[src/rtl/tdm_mux.sv]
// Round-robin TDM serialiser: snapshots d at frame start, emits one channel per DWELL-cycle slot with its select code.
// Latency: first slot appears one cycle after en is sampled high. No backpressure; en is sampled only at idle and at frame boundaries.
module tdm_mux #(
    parameter int N_CH   = 8,
    parameter int SEL_W  = 3,
    parameter int DWIDTH = 1,
    parameter int DWELL  = 1
) (
    input  logic                     clk,
    input  logic                     rst,
    input  logic                     en,
    input  logic [N_CH*DWIDTH-1:0]   d,
    output logic [DWIDTH-1:0]        y,
    output logic [SEL_W-1:0]         s,
    output logic                     valid,
    output logic                     frame_start
);

    localparam logic [0:0] IDLE = 1'b0;
    localparam logic [0:0] RUN  = 1'b1;

    localparam int               CNT_W    = (DWELL > 1) ? $clog2(DWELL) : 1;
    localparam logic [CNT_W-1:0] CNT_LAST = CNT_W'(DWELL - 1);
    localparam logic [SEL_W-1:0] S_LAST   = SEL_W'(N_CH - 1);

    logic [0:0]                    state;
    logic [N_CH-1:0][DWIDTH-1:0]   snap;
    logic [CNT_W-1:0]              dwell_cnt;
    logic [SEL_W-1:0]              s_nxt;

    assign s_nxt = s + 1'b1;

    always_ff @(posedge clk or posedge rst) begin
        if (rst) begin
            state       <= IDLE;
            snap        <= '0;
            dwell_cnt   <= '0;
            y           <= '0;
            s           <= '0;
            valid       <= 1'b0;
            frame_start <= 1'b0;
        end else if (state == IDLE) begin
            dwell_cnt <= '0;
            s         <= '0;
            if (en) begin
                snap        <= d;
                y           <= d[DWIDTH-1:0];
                valid       <= 1'b1;
                frame_start <= 1'b1;
                state       <= RUN;
            end else begin
                y           <= '0;
                valid       <= 1'b0;
                frame_start <= 1'b0;
            end
        end else begin
            frame_start <= 1'b0;
            if (dwell_cnt != CNT_LAST) begin
                dwell_cnt <= dwell_cnt + 1'b1;
            end else begin
                dwell_cnt <= '0;
                if (s != S_LAST) begin
                    s <= s_nxt;
                    y <= snap[s_nxt];
                end else if (en) begin
                    // back-to-back frame: fresh snapshot, no gap cycle
                    snap        <= d;
                    s           <= '0;
                    y           <= d[DWIDTH-1:0];
                    frame_start <= 1'b1;
                end else begin
                    state <= IDLE;
                    valid <= 1'b0;
                    y     <= '0;
                    s     <= '0;
                end
            end
        end
    end

endmodule

[config.mk]
export PLATFORM = sky130hd
export DESIGN_NAME = tdm_mux
export DESIGN_NICKNAME = d
export VERILOG_FILES = /design/src/rtl/tdm_mux.sv
export SDC_FILE = /design/constraint.sdc
export NUM_CORES = 1
export LEC_CHECK = 0
export BUFFER_PORTS_ARGS = -buffer_cell sky130_fd_sc_hd__buf_2
export CELL_PAD_IN_SITES_DETAIL_PLACEMENT = 1
export CELL_PAD_IN_SITES_GLOBAL_PLACEMENT = 1
export CORE_MARGIN = 1
export CORE_UTILIZATION = 42
export CTS_CLUSTER_DIAMETER = 100
export DETAILED_ROUTE_END_ITERATION = 8
export HOLD_SLACK_MARGIN = 0.08
export PLACE_DENSITY = 0.84
export SLEW_MARGIN = 30
export SYNTH_ARGS = -nofsm -noshare
export SYNTH_HDL_FRONTEND = slang
export SYNTH_SLANG_ARGS = --single-unit
[constraint.sdc]
create_clock -name clk -period 3.9 [get_ports clk]
set_clock_uncertainty 0.05 [all_clocks]
set_input_delay 0.195 -clock clk [delete_from_list [all_inputs] [get_ports clk]]
set_output_delay 0.195 -clock clk [all_outputs]
set_load 0.05 [all_outputs]
After elaboration in Yosys (flattened, before gate mapping):

Index checks and enable logic that the tools add are counted.

* latch bits: 0
* output and inout bits: 6
* register bits after elaboration: 16
* memories: 0
* word-level logic and storage cells: 49
* bits in read-only memories: 0
* RAM bits: 0

* mux-type cells: 26
* bitwise gates (word level): 0
* eq/ne operators: 4
* shifts and indexed selects: 0
* multiply operators: 0
* add/sub/neg operators: 2
* order comparisons: 1
* reduce and logical (&&, ||, !) cells: 2
* div/mod/pow operators: 0

Operators by type and width (number)
* 8-bit two-way mux: 4
* 1-bit two-way mux: 18
* 3-bit two-way mux: 3
* 2-bit != test, second input constant: 3
* 3-bit by 4-bit < comparator with 1-bit output, second input constant: 1
* 3-bit by 1-bit adder with 3-bit output, second input constant: 1
* 1-bit binary-select mux with 3-bit select: 1
* 3-bit != test, second input constant: 1
* 3-bit AND reduction: 1
* 2-bit AND reduction: 1
* 1-bit adder, second input constant: 1

Longest topological paths before layout:

Gate-level depths: netlist of run 1.

* word-level depth: 6
* mapped depth: 5
* gate-level depth less buffers: 5

Least setup slack after synthesis of run 1:

OpenSTA, ideal clock, no wires.

* path kind: reg-to-reg
* start point: register s[0]
* end point: register snap[1] (netlist name)
* path slack: 1.869 ns
* clock period less this slack: 2.031 ns
* data arrival time: 1.856 ns
* data required time: 3.725 ns
* cell stages (with the launch flop): 6
* cell sequence: dfrtp_1 ha_1 ha_1 nand2b_1 nand2_1 mux2_2

* cells in the longest elaborated chain, start to end: 3

RTL lines
* from (decl): line 14 `output logic [SEL_W-1:0] s,`
* from (signal assigned): line 63 `s <= s_nxt;`
* 3-bit != test: line 62 `if (s != S_LAST) begin`
* 2-bit != test (no line)
* 2-bit AND reduction (no line)
* to (signal assigned): line 36 `snap <= '0;`
* to (signal assigned): line 46 `snap <= d;`
* to (signal assigned): line 67 `snap <= d;`
* to (decl): line 27 `logic [N_CH-1:0][DWIDTH-1:0] snap;`

No other way between the ends.
A chain may end at the register's enable or synchronous reset.

Worst setup path in the final report of run 1:

* start point: register s[0]
* end point: register snap[6] (netlist name)

The elaborated chain is that of the path after synthesis.

==> results of run 1 <==
Yosys cell counts:
library cell,number,area share
dfrtp_1,15,0.58
mux2_2,7,0.12
ha_1,3,0.058
inv_1,3,0.017
a2111oi_0,2,0.027
and2_1,2,0.019
and2b_4,2,0.031
nand2_1,2,0.012
nand2b_1,2,0.019
nor2_1,2,0.012
nor2b_1,2,0.019
a21bo_2,1,0.015
a21oi_1,1,0.0077
mux4_1,1,0.041
nand3_1,1,0.0077
o41ai_1,1,0.014
flip-flops by register name (all words and copies together), names as in the netlist:
| signal | cells |
|---|---|
| y | 1 |
| valid | 1 |
| state | 1 |
| frame_start | 1 |
| s | 3 |
| snap | 8 |
worst max-delay path: cells and delay by family (launching register included):
family | cells | cell delay [ns]
DFF | 1 | 0.47
adders and majority gates | 2 | 0.44
and+or+nand+nor | 2 | 0.53
muxes | 1 | 0.38
routing by layer:
| metal | track usage | routed length (um) | vias to the layer above |
|---|---|---|---|
| met5 | 0 | 0 | - |
| met3 | 0.0489 | 55 | 2 |
| met4 | 0.0968 | 12 | 0 |
| met1 | 0.192 | 493 | 215 |
| met2 | 0.324 | 663 | 11 |
| li1 | - | - | 206 |
per-stage QoR:
step | utilization | setup slack (ns)
after floorplan | - | 1.87
after global placement | 0.547 | 2.02
after detailed placement | 0.547 | 1.94
after CTS | 0.573 | 1.93
after global routing | 0.573 | 1.80
final | 0.573 | 1.92
report_power, final:
group	leakage [nW]	total, W	internal, W	switching [W]
sequential	0.178	0.000281	0.000232	0.0000491
combinational	0.199	0.000361	0.000151	0.000210
clock	0.0150	0.0000880	0.0000396	0.0000484
total	0.392	0.000730	0.000423	0.000307
kinds of logic after synthesis:
logic type / Yosys count / synth area share
buffers and inverters: 3 / 0.0174
AOI/OAI and AO/OA: 5 / 0.0637
DFF: 15 / 0.579
and+or+nand+nor: 13 / 0.120
adders and majority gates: 3 / 0.0579
muxes: 8 / 0.162
worst paths after layout:
check | startpoint | endpoint | cells past startpoint
min in group asynchronous | rst | snap[0] | 3
max in group asynchronous | rst | snap[3] | 3
hold / removal | d[3] | snap[3] | 2
setup reg to reg | s[0] | snap[6] | 5
setup / recovery | s[0] | snap[6] | 5
hold reg to reg | snap[4] | snap[4] | 1
area by class of cell:
cell class	instances	area [um^2]	share of cell area
Clock buffer	4	26.3	0.0335
Inverter	3	11.3	0.0144
Multi-Input combinational cell	29	262	0.334
Tap cell	15	18.8	0.0240
Timing Repair Buffer	17	90.1	0.115
Sequential cell	15	375	0.479
repair_timing:
action / in CTS / in global routing
hold buffers: 1 / 0
resized for setup: 0 / 0
hold endpoints to repair: 15 / 0
==> impl_metrics.env, run 1 <==
export IMPL_numCtsBuffers=3
export IMPL_yosys_warnings=0
export IMPL_viasPerCell=5.23
export IMPL_crit_top_cell="ha_1"
export IMPL_fillerInstances=152
export IMPL_wl_per_cell_um=14.8
export IMPL_peakVddDrop_v=0.000362
export IMPL_cpPeakStageDelay_ns=0.47
export IMPL_hold_violations=0
export IMPL_clock_sinks=15
export IMPL_p_leak_nw=0.392
export IMPL_io_buffers=16
export IMPL_dp_hpwl_um=922
export IMPL_grt_setup_unrepaired="false"
export IMPL_grt_antenna_before_repair=0
export IMPL_stdcell_area_um2=783
export IMPL_place_area_um2=747
export IMPL_drive_above_1_share=0.426
export IMPL_grt_total_usage=0.182
export IMPL_crit_type="reg -> reg"
export IMPL_power_density_mw_per_mm2=932
export IMPL_ios=17
export IMPL_gp_congestion=0.683
export IMPL_route_vias_total=434
export IMPL_cts_path_max_buffers=2
export IMPL_crit_required_ns=4.02
export IMPL_postCtsSetupRepairBufs=0
export IMPL_worst_pin_slew_ns=0.548
export IMPL_num_antenna_cells=0
export IMPL_period_needed_ns=1.98
export IMPL_regToRegSetupSlack_ns=1.92
export IMPL_remaining_drc_errors=0
export IMPL_clk_latency_ns=0.27
export IMPL_avgSynthCellArea_um2=13.8
export IMPL_grt_first_pass_wirelength_um=1840
export IMPL_area_growth_pct=20.8
export IMPL_gr_total_overflow=0
export IMPL_end_kind="flip-flop"
export IMPL_die_h_um=41.3
export IMPL_drt_iter0_drc=3
export IMPL_status="completed"
export IMPL_ys_ff_latch=15
export IMPL_clkTransAtPathRegs_ns=0.09
export IMPL_core_mm2=0.00137
export IMPL_fmax_mhz=505
export IMPL_syn_area_um2=648
export IMPL_syn_instance_count=47
export IMPL_ant_nets=0
export IMPL_layout_common_cells="buf_2, dfrtp_1, mux2_2"
export IMPL_period_share=0.508
export IMPL_rows=13
export IMPL_initial_core_util=0.474
export IMPL_hp_class="in -> reg"
export IMPL_grt_max_degree=16
export IMPL_dieArea_mm2=0.00170
export IMPL_root_buffer="clkbuf_4"
export IMPL_max_slew_margin_rel=0.625
export IMPL_yosysSeqAreaShare=0.579
export IMPL_stdcell_count=83
export IMPL_fin_tns_setup_ns=0
export IMPL_crit_arrival_ns=2.10
export IMPL_drt_total_wl_um=1230
export IMPL_die_width_um=41.3
export IMPL_slew_violations=0
export IMPL_power_w=0.000730
export IMPL_cpMaxStageDelayCell="dfrtp_1"
export IMPL_final_nets=83
export IMPL_final_common_cell="buf_2"
export IMPL_dr_pass1_iters=2
export IMPL_dp_cells=78
export IMPL_worstSetupStartpointType="flip-flop"
export IMPL_cp_cell_sequence="ha_1, ha_1, nand2b_1, nand2_1, mux2_2"
export IMPL_grt_pass1_vias=411
export IMPL_synth_cell_type_count=16
export IMPL_tritoncts="yes"
export IMPL_hold_ws_ns=0.0950
export IMPL_maxCapViolCount=0
export IMPL_crit_path_max_fanout=8
export IMPL_syn_nets=61
export IMPL_htree_num_levels=1
export IMPL_setup_viol=0
No activity file was read; power rests on OpenSTA's default activity.
==> inputs of run 2 (changes only) <==
Settings changed: CORE_UTILIZATION 42 to 35, PLACE_DENSITY 0.84 to 0.76.
Clock period 3.9 ns to 1.6 ns, I/O delays scaled along.
==> run 2 against run 1 <==
Effect of this change:
- sequential share of layout area is 10 points lower
- cell count is 24% higher
- combinational power grew to 3.5 times the previous value
- largest power group unchanged
- count of clock-buffer cells in the layout stayed put
==> impl_metrics.env, run 2 (same netlist as run 1, synthesis figures left out) <==
export IMPL_peakVddDrop_v=0.000837
export IMPL_use_met2=0.258
export IMPL_remaining_drc_errors=0
export IMPL_viasPerCell=4.63
export IMPL_largest_reg_flops=8
export IMPL_final_nets=93
export IMPL_grt_first_pass_wirelength_um=2240
export IMPL_gp_congestion=0.660
export IMPL_clock_sinks=15
export IMPL_crit_type="reg -> reg"
export IMPL_fmax_mhz=642
export IMPL_hold_ws_ns=0.332
export IMPL_hold_violations=0
export IMPL_drive_above_1_share=0.513
export IMPL_regMostFlops="snap"
export IMPL_htree_num_levels=1
export IMPL_grt_total_usage=0.169
export IMPL_status="completed"
export IMPL_cp_cell_sequence="ha_4, ha_2, nand2b_4, nand2_8, mux2_4"
export IMPL_gr_total_overflow=0
export IMPL_grt_max_degree=16
export IMPL_clkTransAtPathRegs_ns=0.09
export IMPL_p_switching_w=0.000899
export IMPL_clk_latency_ns=0.28
export IMPL_die_h_um=45.0
export IMPL_root_buffer="clkbuf_4"
export IMPL_worst_pin_slew_ns=0.561
export IMPL_io_buffers=16
export IMPL_stdcell_area_um2=996
export IMPL_intPower_w=0.00127
export IMPL_area_growth_pct=53.7
export IMPL_worst_slack_ns=0.0416
export IMPL_worstSetupStartpointType="flip-flop"
export IMPL_p_leak_nw=0.475
export IMPL_place_area_um2=836
export IMPL_route_vias_total=477
export IMPL_cpMaxStageDelayCell="dfrtp_2"
export IMPL_fin_tns_setup_ns=0
export IMPL_switching_share=0.415
export IMPL_core_mm2=0.00173
export IMPL_num_antenna_cells=0
export IMPL_hp_class="in -> async"
export IMPL_crit_arrival_ns=1.67
export IMPL_dr_pass1_iters=2
export IMPL_grtUsageMet3=0.0360
export IMPL_rows=15
export IMPL_drt_iter0_drc=3
export IMPL_clockPowerShare=0.098
export IMPL_grt_busiest_layer="met2"
export IMPL_period_needed_ns=1.56
export IMPL_seqPwrFrac=0.320
export IMPL_cts_path_max_buffers=2
export IMPL_p_comb_frac=0.582
export IMPL_crit_path_max_fanout=8
export IMPL_grt_pass1_vias=463
export IMPL_postLayoutCoreUtil=0.577
export IMPL_drt_total_wl_um=1410
export IMPL_die_width_um=45.0
export IMPL_end_kind="flip-flop"
export IMPL_final_common_cell="buf_2"
export IMPL_grt_antenna_before_repair=0
export IMPL_postCtsSetupRepairBufs=0
export IMPL_grt_setup_unrepaired="false"
export IMPL_numCtsBuffers=3
export IMPL_layout_common_cells="buf_2, dfrtp_1, dlygate4sd3_1"
export IMPL_power_density_mw_per_mm2=2170
export IMPL_ant_nets=0
export IMPL_setup_viol=0
export IMPL_initial_core_util=0.375
export IMPL_cpPeakStageDelay_ns=0.43
export IMPL_gr_usage_met1=0.208
export IMPL_regToRegSetupSlack_ns=0.04
export IMPL_preCtsSetupSlack_ns=0.0430
export IMPL_max_slew_margin_rel=0.625
export IMPL_wl_per_cell_um=13.7
export IMPL_slew_violations=0
export IMPL_crit_required_ns=1.71
export IMPL_ios=17
export IMPL_period_share=0.974
export IMPL_dieArea_mm2=0.00203
export IMPL_tritoncts="yes"
export IMPL_maxCapViolCount=0
export IMPL_top_regs="snap (8), s (3)"
export IMPL_dp_hpwl_um=931
run 2: changes by cell type in the layout (fill, tap and decap cells not counted), moves of 2 or more:
cell	change
ha_1	-3
a2111oi_0	-2
mux2_4	+7
mux2_2	-7
ha_2	+2
dlygate4sd3_1	+9
dfrtp_2	+2
dfrtp_1	-2
run 2: per-stage QoR:
| step | instances | power (W) |
|---|---|---|
| 6_report | 103 | 0.00217 |
| 5_1_grt | 103 | 0.00232 |
| 4_1_cts | 103 | 0.00200 |
| 3_5_place_dp | 89 | 0.00176 |
| 3_3_place_gp | 89 | 0.00173 |
| 2_1_floorplan | 47 | 0.00151 |
run 2: timing repair:
item                                    CTS  global route
hold endpoints to repair                 25             0
resized for setup                         0             6
endpoints found under the setup margin    0             1
hold buffers                             10             0
run 2: area by class of cell:
class,instances,area [um^2]
flip-flops and latches,15,378
inverters,3,11.3
repair buffers,27,188
clock buffers,4,26.3
multi-input cells,29,362
well taps,25,31.3
fillers,191,731
run 2: power groups by stage:
stage / Clock, W / Sequential [W] / Combinational, W
after detailed placement: 0 / 0.000699 / 0.00106
after floorplan: 0 / 0.000933 / 0.000582
final: 0.000211 / 0.000694 / 0.00126
after global placement: 0 / 0.000685 / 0.00105
after CTS: 0.000219 / 0.000690 / 0.00109
after global routing: 0.000238 / 0.000727 / 0.00136
run 2: worst max-delay path, delay by kind of cell (launching register included):
family / cells / cell delay [ns]
AND/OR/NAND/NOR: 2 / 0.31
flip-flops: 1 / 0.43
multiplexers: 1 / 0.31
adder cells (fa/ha/maj): 2 / 0.33
run 2: final timing paths:
check	startpoint	endpoint	depth (start not counted)
setup reg to reg	s[1]	snap[6]	5
min in group clk	snap[5]	snap[5]	1
max in group asynchronous	rst	s[1]	3
hold reg to reg	snap[5]	snap[5]	1
hold / removal	rst	snap[1]	3
setup / recovery	s[1]	snap[6]	5
run 2: per-layer routing:
| layer | vias up | part of all wire |
|---|---|---|
| met5 | - | 0 |
| met4 | 0 | 0.035 |
| met3 | 4 | 0.026 |
| met2 | 12 | 0.54 |
| met1 | 235 | 0.40 |
| li1 | 226 | - |
